--- src/rtl/lidar_packet_parser.sv ---
// LiDAR packet parser: frames 47-byte measurement packets, checks CRC-8 (poly 0x4D),
// divides the angle span into per-sample steps and emits one record per sample.
module lidar_packet_parser #(
    parameter int POINTS        = 12,
    parameter int MIN_INTENSITY = 0,
    parameter int FULL_CIRCLE   = 36000
) (
    input  logic        clk_in,
    input  logic        rst_in,
    input  logic [7:0]  byte_in,
    input  logic        byte_valid_in,
    output logic [15:0] first_angle_out,
    output logic [15:0] interval_angle_out,
    output logic [15:0] sample_index_out,
    output logic [15:0] distance_out,
    output logic        data_valid_out,
    output logic [15:0] speed_out,
    output logic        packet_done_out,
    output logic        crc_error_out,
    output logic        overrun_out
);

    localparam int BODY_LEN = 3 * POINTS + 8;
    localparam int SAMP_END = 4 + 3 * POINTS;
    localparam int BW       = $clog2(BODY_LEN);
    localparam int IW       = $clog2(POINTS + 1);
    localparam logic [16:0] DIVISOR = 17'(POINTS - 1);
    localparam logic [16:0] CIRCLE  = 17'(FULL_CIRCLE);
    localparam logic [8:0]  MIN_I   = 9'(MIN_INTENSITY);

    typedef enum logic [2:0] {
        S_HUNT   = 3'd0,
        S_VERLEN = 3'd1,
        S_BODY   = 3'd2,
        S_CRC    = 3'd3,
        S_DIVIDE = 3'd4,
        S_EMIT   = 3'd5
    } state_t;

    function automatic logic [7:0] crc8_update(input logic [7:0] crc, input logic [7:0] data);
        logic [7:0] c;
        c = crc;
        for (int i = 7; i >= 0; i--) begin
            if (c[7] ^ data[i]) c = {c[6:0], 1'b0} ^ 8'h4D;
            else                c = {c[6:0], 1'b0};
        end
        return c;
    endfunction

    state_t          state_q;
    logic [7:0]      crc_q;
    logic [BW-1:0]   bcnt_q;
    logic [1:0]      phase_q;
    logic [IW-1:0]   samp_q;
    logic [IW-1:0]   emit_idx_q;
    logic [15:0]     dist_q;
    logic [15:0]     speed_lat_q;
    logic [15:0]     start_q;
    logic [15:0]     end_q;
    logic [15:0]     buf_q [POINTS];
    logic [16:0]     rem_q;
    logic [15:0]     dvd_q;
    logic [4:0]      div_cnt_q;
    logic [15:0]     first_angle_q, interval_q, index_q, distance_q, speed_q;
    logic            data_valid_q, packet_done_q, crc_error_q, overrun_q;

    logic [16:0]     diff_d;
    logic [16:0]     rem_d;
    logic [15:0]     dvd_d;

    // Angle span with wrap-around and one restoring-division step (quotient bits shift into dvd).
    always_comb begin
        diff_d = 17'd0;
        rem_d  = 17'd0;
        dvd_d  = 16'd0;
        if (end_q >= start_q) diff_d = {1'b0, end_q} - {1'b0, start_q};
        else                  diff_d = {1'b0, end_q} + CIRCLE - {1'b0, start_q};
        if ({rem_q, dvd_q[15]} >= {1'b0, DIVISOR}) begin
            rem_d = 17'({rem_q, dvd_q[15]} - {1'b0, DIVISOR});
            dvd_d = {dvd_q[14:0], 1'b1};
        end else begin
            rem_d = {rem_q[15:0], dvd_q[15]};
            dvd_d = {dvd_q[14:0], 1'b0};
        end
    end

    // Parser FSM, field capture, divider sequencing and registered outputs.
    always_ff @(posedge clk_in) begin
        if (rst_in) begin
            state_q       <= S_HUNT;
            crc_q         <= 8'd0;
            bcnt_q        <= '0;
            phase_q       <= 2'd0;
            samp_q        <= '0;
            emit_idx_q    <= '0;
            dist_q        <= 16'd0;
            speed_lat_q   <= 16'd0;
            start_q       <= 16'd0;
            end_q         <= 16'd0;
            for (int i = 0; i < POINTS; i++) buf_q[i] <= 16'd0;
            rem_q         <= 17'd0;
            dvd_q         <= 16'd0;
            div_cnt_q     <= 5'd0;
            first_angle_q <= 16'd0;
            interval_q    <= 16'd0;
            index_q       <= 16'd0;
            distance_q    <= 16'd0;
            speed_q       <= 16'd0;
            data_valid_q  <= 1'b0;
            packet_done_q <= 1'b0;
            crc_error_q   <= 1'b0;
            overrun_q     <= 1'b0;
        end else begin
            data_valid_q  <= 1'b0;
            packet_done_q <= 1'b0;
            crc_error_q   <= 1'b0;
            overrun_q     <= 1'b0;
            case (state_q)
                S_HUNT: begin
                    if (byte_valid_in && byte_in == 8'h54) begin
                        crc_q   <= crc8_update(8'h00, 8'h54);
                        state_q <= S_VERLEN;
                    end
                end
                S_VERLEN: begin
                    if (byte_valid_in) begin
                        if (byte_in == 8'h2C) begin
                            crc_q   <= crc8_update(crc_q, byte_in);
                            bcnt_q  <= '0;
                            phase_q <= 2'd0;
                            samp_q  <= '0;
                            state_q <= S_BODY;
                        end else if (byte_in == 8'h54) begin
                            crc_q   <= crc8_update(8'h00, 8'h54);
                        end else begin
                            state_q <= S_HUNT;
                        end
                    end
                end
                S_BODY: begin
                    if (byte_valid_in) begin
                        crc_q  <= crc8_update(crc_q, byte_in);
                        bcnt_q <= bcnt_q + BW'(1);
                        if (bcnt_q == BW'(0))      speed_lat_q[7:0]  <= byte_in;
                        else if (bcnt_q == BW'(1)) speed_lat_q[15:8] <= byte_in;
                        else if (bcnt_q == BW'(2)) start_q[7:0]      <= byte_in;
                        else if (bcnt_q == BW'(3)) start_q[15:8]     <= byte_in;
                        else if (bcnt_q < BW'(SAMP_END)) begin
                            case (phase_q)
                                2'd0: begin
                                    dist_q[7:0] <= byte_in;
                                    phase_q     <= 2'd1;
                                end
                                2'd1: begin
                                    dist_q[15:8] <= byte_in;
                                    phase_q      <= 2'd2;
                                end
                                default: begin
                                    buf_q[samp_q] <= ({1'b0, byte_in} < MIN_I) ? 16'd0 : dist_q;
                                    samp_q        <= samp_q + IW'(1);
                                    phase_q       <= 2'd0;
                                end
                            endcase
                        end
                        else if (bcnt_q == BW'(SAMP_END))     end_q[7:0]  <= byte_in;
                        else if (bcnt_q == BW'(SAMP_END + 1)) end_q[15:8] <= byte_in;
                        if (bcnt_q == BW'(BODY_LEN - 1)) state_q <= S_CRC;
                    end
                end
                S_CRC: begin
                    if (byte_valid_in) begin
                        if (byte_in == crc_q) begin
                            speed_q   <= speed_lat_q;
                            rem_q     <= {16'd0, diff_d[16]};
                            dvd_q     <= diff_d[15:0];
                            div_cnt_q <= 5'd0;
                            state_q   <= S_DIVIDE;
                        end else begin
                            crc_error_q <= 1'b1;
                            state_q     <= S_HUNT;
                        end
                    end
                end
                S_DIVIDE: begin
                    overrun_q <= byte_valid_in;
                    if (div_cnt_q == 5'd16) begin
                        interval_q <= dvd_q;
                        emit_idx_q <= '0;
                        state_q    <= S_EMIT;
                    end else begin
                        rem_q     <= rem_d;
                        dvd_q     <= dvd_d;
                        div_cnt_q <= div_cnt_q + 5'd1;
                    end
                end
                S_EMIT: begin
                    overrun_q <= byte_valid_in;
                    if (emit_idx_q == IW'(POINTS)) begin
                        packet_done_q <= 1'b1;
                        state_q       <= S_HUNT;
                    end else begin
                        data_valid_q  <= 1'b1;
                        first_angle_q <= start_q;
                        index_q       <= 16'(emit_idx_q);
                        distance_q    <= buf_q[emit_idx_q];
                        emit_idx_q    <= emit_idx_q + IW'(1);
                    end
                end
                default: state_q <= S_HUNT;
            endcase
        end
    end

    assign first_angle_out    = first_angle_q;
    assign interval_angle_out = interval_q;
    assign sample_index_out   = index_q;
    assign distance_out       = distance_q;
    assign data_valid_out     = data_valid_q;
    assign speed_out          = speed_q;
    assign packet_done_out    = packet_done_q;
    assign crc_error_out      = crc_error_q;
    assign overrun_out        = overrun_q;

endmodule
--- config.mk ---
export PLATFORM = sky130hd
export DESIGN_NAME = lidar_packet_parser
export DESIGN_NICKNAME = d
export VERILOG_FILES = /design/src/rtl/lidar_packet_parser.sv
export SDC_FILE = /design/constraint.sdc
export NUM_CORES = 1
export LEC_CHECK = 0
export CAP_MARGIN = 30
export CORE_ASPECT_RATIO = 0.75
export CORE_UTILIZATION = 35
export CTS_BUF_LIST = sky130_fd_sc_hd__clkbuf_8
export DETAILED_ROUTE_END_ITERATION = 6
export SLEW_MARGIN = 20
export SYNTH_ARGS = -nofsm -noshare
export SYNTH_HDL_FRONTEND = slang
export SYNTH_SLANG_ARGS = --single-unit
--- constraint.sdc ---
create_clock -name clk_in -period 7.95 [get_ports clk_in]
set_input_delay 0.795 -clock clk_in [delete_from_list [all_inputs] [get_ports clk_in]]
set_output_delay 0.795 -clock clk_in [all_outputs]
set_load 0.005 [all_outputs]
* After elaboration in Yosys (flattened, before gate mapping)
Memories as Yosys holds them, arrays and structs flattened. A register that Yosys moved wholly into a read port is not among the register bits.
Index checks and enable logic that the tools add are counted.
** Operators by class
- Add/subtract/negate cells :: 8
- $lt $le $gt $ge :: 3
- Eq/ne operators :: 36
- Mux-type cells :: 141
- Bitwise logic cells :: 41
- Reduce and logical (&&, ||, !) cells :: 32
** Operators by type and width (count)
- 8-bit 2-to-1 mux :: 54
- 7-bit 2-to-1 mux :: 15
- 17-bit 2-to-1 mux :: 5
- 16-bit 2-to-1 mux :: 4
- 4-bit NOT :: 15
- 4-bit 2-to-1 mux :: 12
- 2-bit inequality test, second input constant :: 17
- 17-bit case mux with 2 select lines :: 1
- 16-bit case mux with 2 select lines :: 1
- 8-bit AND reduction :: 4
- 3-bit 2-to-1 mux :: 10
- 8-bit case mux with 3 select lines :: 1
- 6-bit == test, second input constant :: 3
- 18-bit by 4-bit >= comparator with 1-bit output, second input constant :: 1
- 6-bit 2-to-1 mux :: 3
- 3-bit case mux with 6 select lines :: 1
- 9-bit AND reduction :: 2
- 16-bit by 16-bit adder with 17-bit output, second input constant :: 1
- 1-bit 2-to-1 mux :: 17
- 16-bit by 16-bit subtractor with 17-bit output :: 1
- 17-bit by 16-bit subtractor with 17-bit output :: 1
- 17-bit by 4-bit subtractor with 17-bit output, second input constant :: 1
- 16-bit >= comparator :: 1
- 2-bit 2-to-1 mux :: 8
- 38 further kinds :: 82
** Word-level totals
- Bits in registers :: 185
- Bits in writable memories :: 192
- Input bits :: 11
- Output and inout bits :: 84
- Logic and storage cells :: 287
- Memories :: 1
** Memory list
- buf_q :: depth 12, width 16, read ports 1, clocked after Yosys merged registers in 1, write ports 12, line 60 : logic [15:0] buf_q [POINTS];

* Logic depth before layout (Yosys ltp)
- Depth after elaboration :: 47
- Depth in mapped cells :: 12
- Mapped depth without buffers :: 12

* Least setup slack after synthesis
OpenSTA, ideal clock, no wires.
- Path type :: register -> register
- From :: reg bcnt_q[0]
- To :: mem buf_q[14][0] (enable)
- Library setup time :: 0.388 ns
- Arrival time :: 2.317 ns
- Required time :: 7.562 ns
- Slack :: 5.244 ns
- Stages on the path, launching flop included :: 8
- Path buffers :: 0
- Clock period less this slack :: 2.706 ns
- Path through :: dfxtp_1 > inv_1 > ha_1 > nor4_1 > o21ai_1 > nor3_4 > nand2_2 > nor2_1
** RTL lines
- start, declared :: line 52 : logic [BW-1:0] bcnt_q;
- start signal, assigned :: line 143 : bcnt_q <= bcnt_q + BW'(1);
- end, declared :: line 60

* Worst setup path after layout
- From :: in byte_in[5]
- To :: reg dvd_q[15]
** On the way
- Cells in the longest elaborated chain, start to end :: 3
** Ends and longest elaborated chain
- start, declared :: line 10 : input logic [7:0] byte_in,
- 8-bit == test :: line 172 : if (byte_in == crc_q) begin
- 2-bit inequality test (no source line)
- 4-bit AND reduction (no source line)
- end signal, assigned :: line 175 : dvd_q <= diff_d[15:0];
- end signal, assigned :: line 192 : dvd_q <= dvd_d;
- end, declared :: line 62 : logic [15:0] dvd_q;
Every way passes these cells.
A chain may end at the register's enable or synchronous reset.

==> results.tsv <==
metric	value	unit
Post-Route Skew	40.2	ps
worst-case reg-to-reg path depth	8	
DR WL/cell	20.5	um
H-tree levels	3	
fin crit period	3600	ps
largest net degree at the start of global routing	79	
RSZ-0062 raised after global routing	false	
vias in the first global route	13700	
clk sink count	457	
Critical R2R Capture	buf_q[8][4]	
CP Launch Type	primary input	
Post-Syn Area	21600	um2
Setup crit end kind	register	
sequential cell area fraction in the yosys report	54.2	%
Filler cells	5705	
Syn Inst Count	1835	
CP required	8540	ps
HPWL after DPL	38.6	mm
Worst-Skew Late Latency	670	ps
Core Rows	78	
worst setup margin	4350	ps
critical-path cell list	clkdlybuf4s50_1, xnor2_1, and4_4, nand3b_4, or2_0, or4_1, o2bb2ai_1	
period utilization	45.2	%
R2R Setup Slk	4460	ps
DRC	0	
final hold vios	0	
Slowest Stage Delay on Critical Path	750	ps
Core Box Area	60800	um2
crit path max fanout	37	
main area contributors after synthesis	edfxtp_1 (36%), dfxtp_1 (19%), mux4_2 (8.3%)	
most common cell in the netlist	edfxtp_1	
asr flop ratio synth	0	%
Netlist cell types	77	
Synth top area share	35.6	%
Reg-to-Reg Start	bcnt_q[0]	
first-pass GRT wire length	86.3	mm
Slew headroom	36.9	%
Area after DPL	23100	um2
PwrDens	195	nW/um2
initial antenna violation count	3	
Setup WS pre-CTS	3720	ps
area leader, netlist	edfxtp_1	
PortBufs	82	
CTS Buffer Depth	3	
max FFs per register	256	
P_leak	8.93	nW
Root Buffer	clkbuf_8	
Yosys reg bits	457	
die height	217	um
cts hold-fix bufs	0	
top flop regs	buf_q (256), rem_q (17)	
Final TNS setup	0	ps
Routed Antenna Nets	0	
crit path DAT	4190	ps
Ys Warns	0	
share of layout cells above drive strength 1	14.0	%
postcts setup bufs	0	
Avg Cell Area, Syn	11.8	um2
total CTS buffers	77	
Post-synth top cells	edfxtp_1 (256), dfxtp_1 (201), and2_1 (194), nand2_1 (159), nor2_1 (153)	
Largest Register	buf_q	
status	completed	
Nets	1971	
fmax	278	MHz
DRT Pass-1 Iters	5	
maximum VDD drop	0.126	mV
Via density	5.12	
Hold EP	distance_out[10]	
Max-Cap Viols	0	
clock-pin slew on the worst setup and hold paths	60	ps
gp weighted congestion	0.892	
DRT iter0 DRCs	1102	
via count	14200	
Initial Utilization	35.6	%
GRT overflow	0	
number of synthesized flops with an enable pin	256	
WL final	56.6	mm
Setup CP Type	in -> reg	
Die ar.	62800	um2
io pins	95	
Tightest Pin Transition	946	ps
CTS tree	done	
synth-to-layout area growth	14.3	%
hold path depth	2	
Final setup viols	0	
Final Slew Violations	0	
hold path startpoint	distance_out[10]	
All-Layer GR Usage	18.3	%
classification of the worst-slack hold path	reg -> reg	
width of the die	289	um
dominant synthesized flop cell	edfxtp_1	
post-route cell area	24700	um2
post-CTS resize count	0	
Critical-path top delay cell	clkdlybuf4s50_1	
where the power goes:
part,internal (W),switching [W]
combinational,0.0000460,0.0000820
sequential,0.00253,0.0000170
clock,0.00114,0.00101
area by class of cell:
| cell class | count | area [um2] | area share [%] |
|---|---|---|---|
| clock buffers | 92 | 1270 | 5.12 |
| inverters | 62 | 233 | 0.942 |
| multi-input cells | 1197 | 9130 | 37.0 |
| flip-flops and latches | 457 | 11700 | 47.4 |
| well taps | 800 | 1000 | 4.05 |
| clock inverters | 51 | 324 | 1.31 |
| repair buffers | 106 | 1030 | 4.19 |
| diodes | 2 | 5.00 | 0.0203 |
cells by family after synthesis:
group	share of synthesized area [%]
buf+inv	3.82
fa+ha+maj	3.73
xor+xnor	3.70
simple gates	15.9
other cells	0.0173
mux	12.6
compound gates	5.97
flops	54.2
layer usage:
layer	GRT usage [%]	part of all wire [%]	up-vias
li1	-	-	6614
met1	27.8	49	7043
met2	25.4	41	432
met3	4.94	7.9	85
met4	4.49	1.7	2
met5	0	0.019	-
placed cells by master, fill, tap and decap left out, drive strengths merged, types with 4 or more instances in the layout:
cell           count
clkbuf            92
a211o              4
inv               98
nor3              27
or2               14
clkinv            11
and2             194
xor2              31
or4                4
fa                 9
a21o               9
mux2i             92
a22oi             10
a211oi             7
nand3b             6
nor4               5
nand2b            12
edfxtp           256
buf               25
a221oi             8
nor2b             10
clkdlybuf4s50     81
a21oi             93
xnor2             50
o211ai             7
ha                50
nand4             12
o22ai              9
and3              14
o21ai             31
a31oi              7
nand2            164
nor2             161
conb              12
dfxtp            201
mux4              80
nand3             21
worst max-delay path by stage:
stage	slack, ps	end	startpoint	cells after the start
global route	4190	dvd_q[15]	byte_in[6]	7
CTS	4440	dvd_q[15]	byte_in[6]	7
floorplan	5240	buf_q[14][0]	bcnt_q[0]	7
detailed placement	3720	dvd_q[15]	byte_in[6]	7
finish	4350	dvd_q[15]	byte_in[5]	7
global placement	3760	dvd_q[15]	byte_in[6]	7
per-stage QoR:
| stage | util [%] | total power (W) | cells | hold WS (ps) |
|---|---|---|---|---|
| 2_1_floorplan | - | 0.00269 | 1846 | 426 |
| 3_3_place_gp | 37.9 | 0.00273 | 2619 | 439 |
| 3_5_place_dp | 38.0 | 0.00273 | 2622 | 446 |
| 4_1_cts | 40.6 | 0.00488 | 2765 | 458 |
| 5_1_grt | 40.6 | 0.00500 | 2765 | 471 |
| 6_report | 40.6 | 0.00482 | 2767 | 453 |
critical path, delay by kind of cell:
kind,cells,cell delay (ps)
AOI/OAI and AO/OA,1,130
xor gates and xnor gates,1,540
buffers and inverters,1,750
and+or+nand+nor,4,1950
Note: power is estimated with default switching activity, not from simulation.
